**config.mk**
```make
export PLATFORM = sky130hd
export DESIGN_NAME = mesh_terminal_rx
export DESIGN_NICKNAME = d
export VERILOG_FILES = /design/src/rtl/mesh_terminal_rx.sv
export SDC_FILE = /design/constraint.sdc
export NUM_CORES = 1
export LEC_CHECK = 0
export CAP_MARGIN = 20
export CORE_MARGIN = 5
export CORE_UTILIZATION = 49
export CTS_CLUSTER_DIAMETER = 100
export CTS_CLUSTER_SIZE = 28
export DETAILED_ROUTE_END_ITERATION = 8
export PLACE_DENSITY = 0.79
export SLEW_MARGIN = 5
export SYNTH_ARGS = -nofsm -noshare
export SYNTH_HDL_FRONTEND = slang
export SYNTH_SLANG_ARGS = --single-unit
export TNS_END_PERCENT = 100
```
**constraint.sdc**
```tcl
create_clock -name clk -period 2.61 [get_ports clk]
set_input_delay 0.3915 -clock clk [delete_from_list [all_inputs] [get_ports clk]]
set_output_delay 0.3915 -clock clk [all_outputs]
set_load 0.03 [all_outputs]
```
**src/rtl/mesh_terminal_rx.sv**
```systemverilog
// mesh_terminal_rx: mesh terminal receiver. It pops packets from the mesh, checks their address and buffers local packets in a first-word-fall-through FIFO.
//   clk        rising-edge clock
//   reset      asynchronous active-low reset
//   pndng      mesh has a packet pending for this terminal
//   data_out   mesh packet, valid while pndng=1
//   pop        one-cycle pulse that consumes data_out
//   rx_valid   buffer holds at least one packet
//   rx_data    packet at the head of the buffer (0 when empty)
//   rx_ready   host accepts rx_data when rx_valid=1
//   rx_count   accepted packets (wraps)
//   err_count  misrouted packets dropped (saturates)
//   buf_full   buffer holds fifo_depth packets
module mesh_terminal_rx #(
  parameter int pckg_sz = 40,
  parameter int fifo_depth = 4,
  parameter logic [3:0] ROW = 4'd0,
  parameter logic [3:0] COL = 4'd1
) (
  input  logic               clk,
  input  logic               reset,
  input  logic               pndng,
  input  logic [pckg_sz-1:0] data_out,
  output logic               pop,
  output logic               rx_valid,
  output logic [pckg_sz-1:0] rx_data,
  input  logic               rx_ready,
  output logic [15:0]        rx_count,
  output logic [7:0]         err_count,
  output logic               buf_full
);
  localparam int AW = $clog2(fifo_depth);
  typedef enum logic [1:0] {IDLE, POP, GAP} state_t;
  state_t r_state, w_next;
  logic r_arm;
  logic [pckg_sz-1:0] r_mem [fifo_depth];
  logic [AW-1:0] r_wr_ptr, r_rd_ptr;
  logic [AW:0] r_occ;
  logic w_rd, w_hit, w_wr;
  assign w_rd = rx_valid && rx_ready;
  // gating pop with pndng discards the capture when the mesh withdraws mid-POP
  assign pop = (r_state == POP) && pndng;
  assign w_hit = (data_out[pckg_sz-9 -: 4] == ROW) && (data_out[pckg_sz-13 -: 4] == COL);
  assign w_wr = pop && w_hit && (!buf_full || w_rd);
  assign rx_valid = r_occ != '0;
  assign buf_full = r_occ == (AW+1)'(fifo_depth);
  assign rx_data = rx_valid ? r_mem[r_rd_ptr] : '0;
  // r_arm delays the first IDLE->POP by one edge after reset release
  always_comb begin
    w_next = IDLE;
    if (r_state == IDLE)
      w_next = (pndng && r_arm && (!buf_full || w_rd)) ? POP : IDLE;
    else if (r_state == POP)
      w_next = GAP;
  end
  always_ff @(posedge clk or negedge reset) begin
    if (!reset) begin
      r_state <= IDLE;
      r_arm <= 1'b0;
      r_wr_ptr <= '0;
      r_rd_ptr <= '0;
      r_occ <= '0;
      rx_count <= '0;
      err_count <= '0;
    end else begin
      r_state <= w_next;
      r_arm <= 1'b1;
      if (w_wr) r_wr_ptr <= r_wr_ptr + 1'b1;
      if (w_rd) r_rd_ptr <= r_rd_ptr + 1'b1;
      r_occ <= r_occ + (AW+1)'(w_wr) - (AW+1)'(w_rd);
      if (w_wr) rx_count <= rx_count + 16'd1;
      if (pop && !w_hit && err_count != 8'hFF) err_count <= err_count + 8'd1;
    end
  end
  always_ff @(posedge clk)
    if (w_wr) r_mem[r_wr_ptr] <= data_out;
endmodule

```
==> results.txt <==
The flow ran to the end, and the final reports show no timing, DRC or antenna violations. The repair_antennas step left the layout with diodes totalling 0. The total nets after synthesis is 462.

The boundary pin count is 111. The critical path's slowest cell is sky130_fd_sc_hd__mux4_2. The register bit count reported by yosys is 194. The global routing usage summed across all routing layers is 17.58%. Setup repair after global routing could not meet its margin everywhere. The total clock sinks is 194. The layout overhead on the synthesized area is 29.99%. In this run the cell area of the synthesized design comes to 0.007736 mm^2. The site row count is 46. The via count of the first global-routing pass is 4,456. The largest clock skew in the final design is 0.01033 ns. The worst-skew pair later-pin latency is 0.43 ns. The vertical die dimension came out at 135.7 um. The cell sitting at the root of the clock tree is a sky130_fd_sc_hd__clkbuf_16.

The die outline area came out at 0.01840 mm^2. The pre-CTS setup slack came out at -0.2146 ns. The CTS buffer count came out at 17. The total iterations of the first detailed-routing run is 5.

The library cells used most frequently in the layout, excluding fill and tap cells, are sky130_fd_sc_hd__edfxtp_1, sky130_fd_sc_hd__clkdlybuf4s50_1, sky130_fd_sc_hd__and2_1, sky130_fd_sc_hd__mux4_2, sky130_fd_sc_hd__buf_4. The detail-routed via count per cell is 5.299. The synthesized instance count came out at 410. For this run the aggregate overflow at the end of global routing stands at 0. The number of hold buffers added after CTS is 0. The static power due to leakage is 3.547 nW. The worst setup path is captured at an output pin. The clock tree from TritonCTS is yes. The antenna violation net count after detailed routing came out at 0. The maximum clock insertion buffer count came out at 2. The clock input transition at the sequential cells of the worst setup and hold paths came out at 0.07 ns. Grouping stages by cell kind, the critical path spends the most delay in buffers and inverters. The proportion of synthesized flip-flops having asynchronous set or reset is 17.53%. The number of hold violations in the final report is 0.

The peak ir drop on the vdd network came out at 0.0006415 V. The count of warnings emitted by yosys came out at 0. The horizontal die dimension came out at 135.7 um. The type of origin of the critical path is a register. The initial core utilization is 49.24%. The worst path uses 96.68% of the clock period. The fraction of final layout cells sized beyond drive strength 1 came out at 26.17%. In the final routed layout, each cell accounts on average for 19.31 um.

The global placement routability congestion came out at 0.8155. After synthesis, the netlist uses 40 different library cells. The worst path arrival time is 2.13 ns.

The library cell appearing most often on the critical path is sky130_fd_sc_hd__buf_6. The critical path is of the reg2out type. Together, buffers and inverters on the worst path number 4. The global-route wire length before repair is 24.36 mm. The non-filler instance count after layout came out at 793. The number of placed cells counting well taps came out at 755. The final HPWL from detailed placement is 10.53 mm. Input and output buffers added on the ports amount to 110. Of the synthesized area, sequential elements account for 73.10%. The maximum single-stage delay on the critical path is 0.50 ns. The cell area after layout is 0.01006 mm^2. The worst path in the final design needs a cycle of 2.523 ns, including I/O delays and setup. The maximum achievable frequency came out at 396.3 MHz. The routed wire length is 15.31 mm. The worst hold slack came out at 0.3707 ns. The H-tree level count is 4.

The most used flip-flop cell after synthesis is sky130_fd_sc_hd__edfxtp_1. Entering global routing, the biggest net connects 43 pins. In this run the worst path has a maximum fanout of 10.

The total DRC errors in the routed layout came out at 0. The final max-slew violation count was 0. The critical path goes through buf_6 > buf_12 > buf_6 > mux4_2 > and2_1 > buf_4. The overall via count from detail_route is 4,202. Across the run, the number of max-cap violations was 0. The post-layout worst setup margin is 0.08665 ns.

The iteration-0 DRC count of the detailed router came out at 264. The total power density per cell area is 956.4 mW/mm^2. The post-synthesis average cell area is 18.87 um^2. In this run the cell area measured after placement is 0.009444 mm^2. The post-layout net count is 616. The worst hold path belongs to the class in2async.

The area of the placeable core is 0.01571 mm^2. The final number of setup-violating endpoints is 0. The number of antenna violations at the first check in global routing is 0. The data required time at the worst endpoint is 2.22 ns. In this run, synthesis inferred 160 flip-flops with an integrated enable. Leaving out fill and tap cells, the most frequent cell in the layout is sky130_fd_sc_hd__edfxtp_1.
synthesized netlist by cell type (2+ instances only):
cell type                    n  area, um^2
sky130_fd_sc_hd__nand4_1    10       62.56
sky130_fd_sc_hd__ha_1        7       87.58
sky130_fd_sc_hd__edfxtp_1  160        4805
sky130_fd_sc_hd__nor2_1      5       18.77
sky130_fd_sc_hd__mux2_2      5       56.30
sky130_fd_sc_hd__nor4_4      2       42.54
sky130_fd_sc_hd__a21oi_1     2       10.01
sky130_fd_sc_hd__and2_1     46       287.8
sky130_fd_sc_hd__nand2_1    15       56.30
sky130_fd_sc_hd__mux4_2     40       900.9
sky130_fd_sc_hd__xnor2_1    21       183.9
sky130_fd_sc_hd__clkbuf_1    8       30.03
sky130_fd_sc_hd__nor4b_1     2       17.52
sky130_fd_sc_hd__nand3_1     9       45.04
sky130_fd_sc_hd__and3_1      4       25.02
sky130_fd_sc_hd__buf_2       4       20.02
sky130_fd_sc_hd__buf_1       4       15.01
sky130_fd_sc_hd__o21ai_0     2       10.01
sky130_fd_sc_hd__dfrtp_1    34       850.8
sky130_fd_sc_hd__nor3_1      5       25.02
sky130_fd_sc_hd__inv_1       6       22.52
metrics by stage:
step / power (mW) / setup TNS (ns) / util [%]
after floorplan: 5.823 / 0 / -
after global placement: 7.294 / -14.33 / 60.11
after detailed placement: 7.339 / -19.50 / 60.11
after CTS: 9.692 / 0 / 63.83
after global routing: 10.05 / -0.0004152 / 64.00
final: 9.617 / 0 / 64.00
timing repair:
item	CTS	global route
resized for setup	33	7
setup buffers	4	2
setup endpoints to repair	25	12
logic make-up after synthesis:
kind of cell	after synthesis	share of synthesized area [%]
simple gates	109	8.685
mux	45	12.37
compound gates	8	0.6309
buf+inv	23	1.278
other cells	1	0.04847
flops	194	73.10
fa+ha+maj	8	1.391
xor+xnor	22	2.491
power breakdown:
part / total, mW / internal [mW] / switching (mW)
registers: 3.58 / 3.44 / 0.145
logic: 3.60 / 1.74 / 1.86
clock network: 2.44 / 1.26 / 1.17
total: 9.62 / 6.44 / 3.18
worst register-to-register path: stages, from the launching register on:
cell and delay (ns):
sky130_fd_sc_hd__dfrtp_1 0.45, sky130_fd_sc_hd__or3_1 0.41, sky130_fd_sc_hd__nand2_1 0.15, sky130_fd_sc_hd__a21o_1 0.13, sky130_fd_sc_hd__ha_1 0.13, sky130_fd_sc_hd__inv_1 0.05, sky130_fd_sc_hd__fa_1 0.38, sky130_fd_sc_hd__xnor2_1 0.15
sky130_fd_sc_hd__xnor2_1 0.13
sequential cells by signal, summed over array words and instances (netlist names):
register	flops
r_wr_ptr	2
rx_count	16
r_arm	1
r_mem	160
err_count	8
r_rd_ptr	2
r_occ	3
r_state	2
final cells by class:
class / count / area, um^2
multi-input combinational: 193 / 1989
sequential: 194 / 5660
clock inverter: 15 / 136.4
inverter: 6 / 22.52
timing repair buffer: 152 / 1551
clock buffer: 17 / 425.4
tap: 216 / 270.3
fill: 1068 / 5657
layer usage:
metal  track usage (%)  up-vias  wire length, um  part of all wire (%)
met4             7.559        0              356                   2.3
li1                  -     1905                -                     -
met5                 0        -                0                     0
met2             27.99      158             7339                    48
met1             23.43     2111             6700                    44
met3             4.123       28              917                   6.0
worst paths after layout:
check / start / slack, ns / endpoint / depth (start not counted)
setup / recovery: r_rd_ptr[0]$_DFFE_PN0P_ / 0.09 / rx_data[25] / 6
hold reg to reg: r_state[1]$_DFF_PN0_ / 0.44 / r_state[1]$_DFF_PN0_ / 1
setup reg to reg: r_occ[1]$_DFF_PN0_ / 0.53 / r_occ[2]$_DFF_PN0_ / 8
min in group clk: r_state[1]$_DFF_PN0_ / 0.44 / r_state[1]$_DFF_PN0_ / 1
max in group asynchronous: reset / 1.89 / r_rd_ptr[1]$_DFFE_PN0P_ / 2
hold / removal: reset / 0.37 / rx_count[0]$_DFFE_PN0P_ / 2
(Power assumes the default switching activity.)
